File: src/rtl/fir_pkg.sv
// Shared types and sizes for the FIR sequencer slice.
package fir_pkg;
    localparam int DW      = 17;
    localparam int YW      = 36;
    localparam int TAPS    = 4;
    localparam int FIR_LAT = 1;
    localparam int LEN_W   = 8;

    typedef logic [DW-1:0] coef_t [TAPS];

    typedef enum logic [2:0] {
        ST_IDLE  = 3'd0,
        ST_RUN   = 3'd1,
        ST_FLUSH = 3'd2,
        ST_DRAIN = 3'd3,
        ST_DONE  = 3'd4
    } state_t;

    typedef struct packed {
        logic valid;
        logic last;
    } tag_t;
endpackage

File: src/rtl/fir_seq_ctrl_if.sv
// Sample input stream and tagged output stream of the FIR sequencer.
interface fir_seq_ctrl_if;
    import fir_pkg::*;

    logic          s_valid;
    logic [DW-1:0] s_data;
    logic          s_ready;
    logic          m_valid;
    logic [YW-1:0] m_data;
    logic          m_last;

    modport master (output s_valid, s_data, input s_ready, m_valid, m_data, m_last);
    modport slave  (input s_valid, s_data, output s_ready, m_valid, m_data, m_last);
endinterface

File: src/rtl/fir_coef_bank.sv
// Shadow/active coefficient registers; busy-time commits are deferred to frame end.
module fir_coef_bank
    import fir_pkg::*;
(
    input  logic          clk,
    input  logic          reset,
    input  logic          cfg_we,
    input  logic [1:0]    cfg_addr,
    input  logic [DW-1:0] cfg_data,
    input  logic          cfg_commit,
    input  logic          idle,
    input  logic          frame_end,
    output coef_t         active
);
    coef_t shadow_r;
    coef_t active_r;
    logic  commit_pending_r;

    // Shadow bank write port, usable in any state.
    always_ff @(posedge clk or negedge reset) begin
        if (!reset) begin
            shadow_r <= '{default: '0};
        end else if (cfg_we) begin
            shadow_r[cfg_addr] <= cfg_data;
        end else begin
            shadow_r <= shadow_r;
        end
    end

    // Active bank copy; a commit seen during DONE rides along with the deferred copy.
    always_ff @(posedge clk or negedge reset) begin
        if (!reset) begin
            active_r         <= '{default: '0};
            commit_pending_r <= 1'b0;
        end else if (idle && cfg_commit) begin
            active_r         <= shadow_r;
            commit_pending_r <= 1'b0;
        end else if (frame_end && (commit_pending_r || cfg_commit)) begin
            active_r         <= shadow_r;
            commit_pending_r <= 1'b0;
        end else if (cfg_commit) begin
            commit_pending_r <= 1'b1;
        end else begin
            commit_pending_r <= commit_pending_r;
        end
    end

    assign active = active_r;
endmodule

File: src/rtl/fir_seq_ctrl.sv
// Frame sequencer for the 4-tap FIR: sample intake, zero flush, output tagging.
module fir_seq_ctrl
    import fir_pkg::*;
(
    input  logic             clk,
    input  logic             reset,
    input  logic             cfg_we,
    input  logic [1:0]       cfg_addr,
    input  logic [DW-1:0]    cfg_data,
    input  logic             cfg_commit,
    input  logic             start,
    input  logic [LEN_W-1:0] frame_len,
    fir_seq_ctrl_if.slave    sif,
    output logic [DW-1:0]    x_in,
    output logic [DW-1:0]    c0,
    output logic [DW-1:0]    c1,
    output logic [DW-1:0]    c2,
    output logic [DW-1:0]    c3,
    input  logic [YW-1:0]    y_in,
    output logic             busy,
    output logic             done,
    output logic             underrun
);
    state_t           state_r, state_s;
    logic [LEN_W-1:0] len_r, cnt_r, cnt_s;
    logic [DW-1:0]    x_r, x_s;
    tag_t             tag_s;
    tag_t             tag_r [FIR_LAT+1];
    logic             m_valid_r, m_last_r;
    logic [YW-1:0]    m_data_r;
    logic             s_ready_r, busy_r, done_r, underrun_r, underrun_s;
    coef_t            coef_s;

    fir_coef_bank u_coef (
        .clk        (clk),
        .reset      (reset),
        .cfg_we     (cfg_we),
        .cfg_addr   (cfg_addr),
        .cfg_data   (cfg_data),
        .cfg_commit (cfg_commit),
        .idle       (state_r == ST_IDLE),
        .frame_end  (state_r == ST_DONE),
        .active     (coef_s)
    );

    // Next state, next sample and the tag generated for this cycle.
    always_comb begin
        state_s    = state_r;
        cnt_s      = cnt_r;
        x_s        = '0;
        tag_s      = '0;
        underrun_s = underrun_r;
        case (state_r)
            ST_IDLE: begin
                if (start && (frame_len != '0)) begin
                    state_s    = ST_RUN;
                    cnt_s      = '0;
                    underrun_s = 1'b0;
                end else begin
                    state_s = ST_IDLE;
                end
            end
            ST_RUN: begin
                // No FIR enable: a missing sample becomes a zero sample.
                x_s         = sif.s_valid ? sif.s_data : '0;
                tag_s.valid = 1'b1;
                if (!sif.s_valid) begin
                    underrun_s = 1'b1;
                end else begin
                    underrun_s = underrun_r;
                end
                if (cnt_r == len_r - LEN_W'(1)) begin
                    state_s = ST_FLUSH;
                    cnt_s   = '0;
                end else begin
                    cnt_s = cnt_r + LEN_W'(1);
                end
            end
            ST_FLUSH: begin
                tag_s.valid = 1'b1;
                if (cnt_r == LEN_W'(TAPS - 2)) begin
                    tag_s.last = 1'b1;
                    state_s    = ST_DRAIN;
                    cnt_s      = '0;
                end else begin
                    cnt_s = cnt_r + LEN_W'(1);
                end
            end
            ST_DRAIN: begin
                if (m_last_r) begin
                    state_s = ST_DONE;
                end else begin
                    state_s = ST_DRAIN;
                end
            end
            ST_DONE: begin
                state_s = ST_IDLE;
            end
            default: begin
                state_s = ST_IDLE;
            end
        endcase
    end

    // State, counters and registered control outputs.
    always_ff @(posedge clk or negedge reset) begin
        if (!reset) begin
            state_r    <= ST_IDLE;
            len_r      <= '0;
            cnt_r      <= '0;
            x_r        <= '0;
            underrun_r <= 1'b0;
            s_ready_r  <= 1'b0;
            busy_r     <= 1'b0;
            done_r     <= 1'b0;
        end else begin
            state_r    <= state_s;
            cnt_r      <= cnt_s;
            x_r        <= x_s;
            underrun_r <= underrun_s;
            s_ready_r  <= (state_s == ST_RUN);
            busy_r     <= (state_s != ST_IDLE);
            done_r     <= (state_s == ST_DONE);
            if ((state_r == ST_IDLE) && (state_s == ST_RUN)) begin
                len_r <= frame_len;
            end else begin
                len_r <= len_r;
            end
        end
    end

    // Tag delay matches x_in register plus FIR latency; m_* register y_in alongside.
    always_ff @(posedge clk or negedge reset) begin
        if (!reset) begin
            tag_r     <= '{default: '0};
            m_valid_r <= 1'b0;
            m_last_r  <= 1'b0;
            m_data_r  <= '0;
        end else begin
            tag_r[0] <= tag_s;
            for (int i = 1; i <= FIR_LAT; i++) begin
                tag_r[i] <= tag_r[i-1];
            end
            m_valid_r <= tag_r[FIR_LAT].valid;
            m_last_r  <= tag_r[FIR_LAT].last;
            m_data_r  <= y_in;
        end
    end

    assign sif.s_ready = s_ready_r;
    assign sif.m_valid = m_valid_r;
    assign sif.m_last  = m_last_r;
    assign sif.m_data  = m_data_r;
    assign x_in        = x_r;
    assign c0          = coef_s[0];
    assign c1          = coef_s[1];
    assign c2          = coef_s[2];
    assign c3          = coef_s[3];
    assign busy        = busy_r;
    assign done        = done_r;
    assign underrun    = underrun_r;
endmodule

File: src/flat_wrapper.sv
// flat-port wrapper written by rule: the top's interface ports become plain ports
module fir_seq_ctrl_flat import fir_pkg::*;
  (clk, reset, cfg_we, cfg_addr, cfg_data, cfg_commit, start, frame_len, x_in, c0, c1, c2, c3, y_in, busy, done, underrun, sif_s_valid, sif_s_data, sif_s_ready, sif_m_valid, sif_m_data, sif_m_last);
  fir_seq_ctrl_if sif_i ();
  input  logic clk;
  input  logic reset;
  input  logic cfg_we;
  input  logic [1:0] cfg_addr;
  input  logic [DW-1:0] cfg_data;
  input  logic cfg_commit;
  input  logic start;
  input  logic [LEN_W-1:0] frame_len;
  output logic [DW-1:0] x_in;
  output logic [DW-1:0] c0;
  output logic [DW-1:0] c1;
  output logic [DW-1:0] c2;
  output logic [DW-1:0] c3;
  input  logic [YW-1:0] y_in;
  output logic busy;
  output logic done;
  output logic underrun;
  input wire logic [$bits(sif_i.s_valid)-1:0] sif_s_valid;
  input wire logic [$bits(sif_i.s_data)-1:0] sif_s_data;
  output wire logic [$bits(sif_i.s_ready)-1:0] sif_s_ready;
  output wire logic [$bits(sif_i.m_valid)-1:0] sif_m_valid;
  output wire logic [$bits(sif_i.m_data)-1:0] sif_m_data;
  output wire logic [$bits(sif_i.m_last)-1:0] sif_m_last;
  assign sif_i.s_valid = sif_s_valid;
  assign sif_i.s_data = sif_s_data;
  assign sif_s_ready = sif_i.s_ready;
  assign sif_m_valid = sif_i.m_valid;
  assign sif_m_data = sif_i.m_data;
  assign sif_m_last = sif_i.m_last;
  fir_seq_ctrl u_core (.clk(clk), .reset(reset), .cfg_we(cfg_we), .cfg_addr(cfg_addr), .cfg_data(cfg_data), .cfg_commit(cfg_commit), .start(start), .frame_len(frame_len), .sif(sif_i), .x_in(x_in), .c0(c0), .c1(c1), .c2(c2), .c3(c3), .y_in(y_in), .busy(busy), .done(done), .underrun(underrun));
endmodule
File: config.mk
export PLATFORM = sky130hd
export DESIGN_NAME = fir_seq_ctrl_flat
export DESIGN_NICKNAME = d
export VERILOG_FILES = /design/src/rtl/fir_pkg.sv /design/src/rtl/fir_seq_ctrl_if.sv /design/src/rtl/fir_coef_bank.sv /design/src/rtl/fir_seq_ctrl.sv /design/src/flat_wrapper.sv
export SDC_FILE = /design/constraint.sdc
export NUM_CORES = 1
export LEC_CHECK = 0
export CAP_MARGIN = 40
export CORE_ASPECT_RATIO = 1.1
export CORE_MARGIN = 2
export CORE_UTILIZATION = 44
export DETAILED_ROUTE_END_ITERATION = 7
export PLACE_DENSITY = 0.84
export SLEW_MARGIN = 0
export SYNTH_ARGS = -nofsm -noshare
export SYNTH_HDL_FRONTEND = slang
export SYNTH_HIERARCHICAL = 1
export SYNTH_SLANG_ARGS = --single-unit
export TNS_END_PERCENT = 30
File: constraint.sdc
create_clock -name clk -period 2.22 [get_ports clk]
set_input_delay 0.333 -clock clk [delete_from_list [all_inputs] [get_ports clk]]
set_output_delay 0.333 -clock clk [all_outputs]
set_load 0.01 [all_outputs]
### Yosys cells after proc, flatten, opt, wreduce, memory -nomap -nowiden

Cells that the tools add are included.

| storage, ports and cells | value |
|---|---|
| output and inout bits | 127 |
| bits of input ports | 86 |
| register bits after elaboration | 219 |
| logic and storage cells | 80 |

| cells by class | value |
|---|---|
| reductions and logical operators | 16 |
| order comparisons | 2 |
| equal/unequal tests | 10 |
| bitwise logic cells | 1 |
| $add $sub $neg | 2 |
| mux-type cells | 25 |

Operator list:

| kind | number |
|---|---|
| $mux 68 | 2 |
| $bwmux 68 | 1 |
| $mux 17 | 3 |
| $demux 17 s2 | 1 |
| $mux 8 | 3 |
| $pmux 8 s3 | 1 |
| $pmux 3 s4 | 1 |
| $mux 1 | 9 |
| $mux 3 | 3 |
| $reduce_bool 3->1 | 3 |
| $add 8x1->8 const B | 1 |
| $eq 8x2->1 const B | 1 |
| $eq 8x8->1 | 1 |
| $reduce_bool 8->1 | 1 |
| $sub 8x1->8 const B | 1 |
| $eq 3x1->1 const B | 2 |
| $eq 3x2->1 const B | 2 |
| $eq 3x3->1 const B | 2 |
| $logic_and 1x1->1 | 5 |
| $reduce_bool 2->1 | 2 |
| $ge 3x3->1 const B | 1 |
| $logic_not 3->1 | 1 |
| $lt 3x1->1 const B | 1 |
| $not 2->3 | 1 |
| 7 further kinds | 7 |

### Depth between registers and ports, before layout

| depth | value |
|---|---|
| depth after elaboration | 6 |
| mapped depth | 10 |

### By module

Netlist, hierarchy kept.

By module, submodules not included:

| module | times used | cells an instance | area an instance (um2) | seq. area each (um2) |
|---|---|---|---|---|
| fir_coef_bank | 1 | 292 | 5114.9 | 3428.3 |
| fir_seq_ctrl | 1 | 235 | 3039.2 | 2052.0 |

### Worst setup path before layout

OpenSTA, ideal clock, no wires.

| timing | value |
|---|---|
| path kind | flip-flop to flip-flop |
| start | register u_core.len_r[0] |
| end | register u_core.state_r[0] |
| setup time | 124 ps |
| data arrival time | 1973 ps |
| slack | 123 ps |
| buffers on the path | 1 |
| stages on the path, launching flop included | 11 |
| required time | 2096 ps |
| cell sequence | dfrtp_1 > inv_1 > ha_1 > buf_2 > xor2_1 > nor2_1 > a21oi_1 > a2111oi_4 > a21oi_4 > or2_4 > o21bai_1 |

| on the way | value |
|---|---|
| word-level cells in the longest chain between the ends | 4 |

RTL lines:

| what | RTL line | source |
|---|---|---|
| start, declared | fir_seq_ctrl.sv:25 | `logic [LEN_W-1:0] len_r, cnt_r, cnt_s;` |
| start signal, assigned | fir_seq_ctrl.sv:125 | `len_r <= frame_len;` |
| start signal, assigned | fir_seq_ctrl.sv:127 | `len_r <= len_r;` |
| $sub 8x1->8 | fir_seq_ctrl.sv:72 | `if (cnt_r == len_r - LEN_W'(1)) begin` |
| $eq 8x8->1 | fir_seq_ctrl.sv:72 |  |
| $mux 3 | fir_seq_ctrl.sv:72 |  |
| $pmux 3 s4 | fir_seq_ctrl.sv:53 | `case (state_r)` |
| via u_core.state_s[0] | fir_seq_ctrl.sv:24 | `state_t state_r, state_s;` |
| end signal, assigned | fir_seq_ctrl.sv:117 | `state_r <= state_s;` |
| end, declared | fir_seq_ctrl.sv:24 |  |

The timed path passes the listed nets, and every way through them passes these cells.
A chain may end at the register's enable or synchronous reset.

### Final worst setup path

| timing | value |
|---|---|
| start | register u_core.len_r[2] |
| end | register u_core.state_r[0] |

Same word-level chain as after synthesis.

==> out/metrics.cfg <==
[clocking]
htreeDepth=1
clock-root-buffer=clkbuf_16
clock_latency_ps=490
cts_buffers=23
clk_pin_slew_worst_paths_ps=60
cts.sinks=219
clk_path_buf_depth=3
tritoncts=yes

[power]
power_frac_comb=0.323
switching_power_mw=4.08
seq_power_share=0.414
ir_drop_mv=0.821
p_per_area_nw_per_um2=1240
p_leak_nw=4.95
clockPowerShare=0.262
finalPower_mw=14.2
swShare=0.287
intPower_mw=10.1

[global_route]
grt_pass1_vias=5262
grtUsageTotal=0.180
grt_antenna_before_repair=0
gr-max-usage-layer=met2
grt_util_met2=0.315
grt_use_met1=0.222
grt.met3_usage=0.0518
grt_pass1_wl_mm=28.3
grt.overflow.total=0
grt_max_degree=74

[routing]
drc=0
drtIter0Drc=219
vias_per_cell=5.01
postRouteAntennaNets=0
vias=5101
dr.pass1.iters=5
wirelength_mm=17.6
wire_per_inst_um=17.3

[critical_path]
required_ps=2590
end_kind=flip-flop
cp_max_fo=8
startpoint_type=flip-flop
slowest_delay_ps=510
cp.arrival_ps=2500
path_buf_inv=0
crit_family=compound AO/OA/AOI/OAI gates
crit_type=reg -> reg
r2r_slack_ps=90
slowest_stage=dfrtp_1
cp_cell_sequence=nor3_1 -> xnor2_1 -> nand3_1 -> a2111oi_4 -> a21oi_4 -> or2_4 -> o21bai_1

[timing]
period_share=0.958
hold_slack_ps=263
hold_viol=0
finalSetupTns_ps=0
fmax_ghz=0.470
final_max_slew_viol_count=0
period_minus_slack_ps=2130
tightest_slew_ps=849
slew_headroom=0.431
fin_skew_ps=5.42
setup_viol=0

[die]
core_um2=18300
die_x_um=134
ioPinCount=213
fp-row-count=52
die_y_um=147
dieArea_um2=19600
floorplan.initialDensity=0.446

[placement]
port_buffers=212
placed_area_um2=10700
dpl.hpwl_mm=12.4
gp_congestion=0.878
dpl.cell_count=976

[run_status]
status=complete, no violations

[yosys]
syn_area_per_cell_um2=15.5
syn_inst=527
synth_edf_count=0
syn_area_um2=8150
syn_nets=616
synth.distinct_cells=48
yosysWarnings=6
synth-seq-area-share=0.672
dominantRegCellSynth=dfrtp_1
synth-seq-cells=219
async_flop_share=1.00

[job]
max_cap_viol_count=0

[layout]
final_nets=850
post_layout_nonfiller_instances=1018
area_growth_pct=40.7
nFillCells=1335
final_cell_area_um2=11500
num_antenna_cells=0
drive_above_1_share=0.246

[min_path]
hp-class=in -> async

## power by group through the flow
stage          clock network [mW]  registers, mW  logic (mW)
3_5_place_dp                    0           5.95        4.57
2_1_floorplan                   0           6.10        2.00
6_report                     3.73           5.89        4.60
4_1_cts                      3.84           5.89        4.60
5_1_grt                      4.01           6.04        4.93
3_3_place_gp                    0           5.89        4.46
## final cells by class
cell class                      instances  area (um2)  area share
Sequential cell                       219        5480       0.478
Clock inverter                          3        40.0     0.00349
Timing Repair Buffer                  232        2380       0.207
Multi-Input combinational cell        281        2550       0.222
Tap cell                              243         304      0.0265
Inverter                                4        15.0     0.00131
Clock buffer                           36         704      0.0614
## flip-flops by register name, indices dropped and copies added (netlist names)
register	flops
u_core/u_coef/active	68
u_core/state_r	3
u_core/underrun	1
u_core/sif.m_last	1
u_core/done	1
u_core/busy	1
u_core/sif.m_data	36
u_core/len_r	8
u_core/u_coef/shadow_r	68
u_core/sif.s_ready	1
u_core/x_in	17
u_core/sif.m_valid	1
u_core/tag_r	4
u_core/cnt_r	8
u_core/u_coef/commit_pending_r	1
## kinds of logic (layout without fill, tap and decap cells)
logic type | after synthesis | in the layout | synth area share
and+or+nand+nor | 88 | 88 | 0.0629
muxes | 144 | 144 | 0.199
DFF | 219 | 219 | 0.672
buffers and inverters | 27 | 275 | 0.0184
AOI/OAI and AO/OA | 35 | 35 | 0.0315
xor gates and xnor gates | 11 | 11 | 0.0118
adders and majority gates | 3 | 3 | 0.00460
## routing by layer
layer | up-vias | wire length (um)
li1 | 2329 | -
met1 | 2584 | 6900
met2 | 161 | 9050
met3 | 27 | 1360
met4 | 0 | 300
met5 | - | 0
## path summary, 6_finish.rpt
check | from | to | cells after the start
worst min-delay path | reset | u_core/u_coef/shadow_r[43] | 2
worst min register to register | u_core/tag_r[3] | u_core/tag_r[1] | 0
max in group asynchronous | reset | u_core/busy | 3
worst max register to register | u_core/len_r[2] | u_core/state_r[0] | 7
min in group clk | y_in[28] | u_core/sif.m_data[28] | 1
worst max-delay path | u_core/len_r[2] | u_core/state_r[0] | 7
## layout by cell type (no fill, tap or decap), drive strengths merged, types with 8 or more instances in the layout
cell,instances
a21oi,8
o21ai,9
nand2,25
mux2,143
and3,17
nor2,14
dfrtp,219
buf,20
clkbuf,36
clkdlybuf4s50,211
## cells in the mapped netlist, types with 2 or more instances
cell,n,share of area
dfrtp_1,219,0.67
mux2_2,117,0.16
mux2_1,26,0.036
nand2_1,24,0.011
and3_1,17,0.013
nor2_1,13,0.0060
buf_2,12,0.0074
clkbuf_1,6,0.0028
nor3_1,6,0.0037
o21ai_0,6,0.0037
xnor2_1,6,0.0064
a21oi_1,5,0.0031
o211ai_1,5,0.0046
xor2_1,5,0.0054
buf_6,4,0.0055
inv_1,4,0.0018
nor2b_1,4,0.0031
o21bai_1,4,0.0037
a211oi_1,3,0.0028
ha_1,3,0.0046
nand3_1,3,0.0018
o21ai_1,3,0.0018
a21oi_2,2,0.0021
nand3b_2,2,0.0028
nor4_1,2,0.0015
o22ai_1,2,0.0015
or2_2,2,0.0015
or2_4,2,0.0021
## what timing repair did
item / CTS / global route
setup buffers: 0 / 2
hold endpoints to repair: 219 / 0
hold buffers: 1 / 0
setup endpoints to repair: 0 / 5
gates resized for setup: 0 / 5
## through the flow
step,util,worst slack [ps]
4_1_cts,0.626,38.3
3_5_place_dp,0.584,61.1
2_1_floorplan,-,123
3_3_place_gp,0.584,145
5_1_grt,0.628,-17.7
6_report,0.628,93.4
Power figures use the tool's default switching activity.
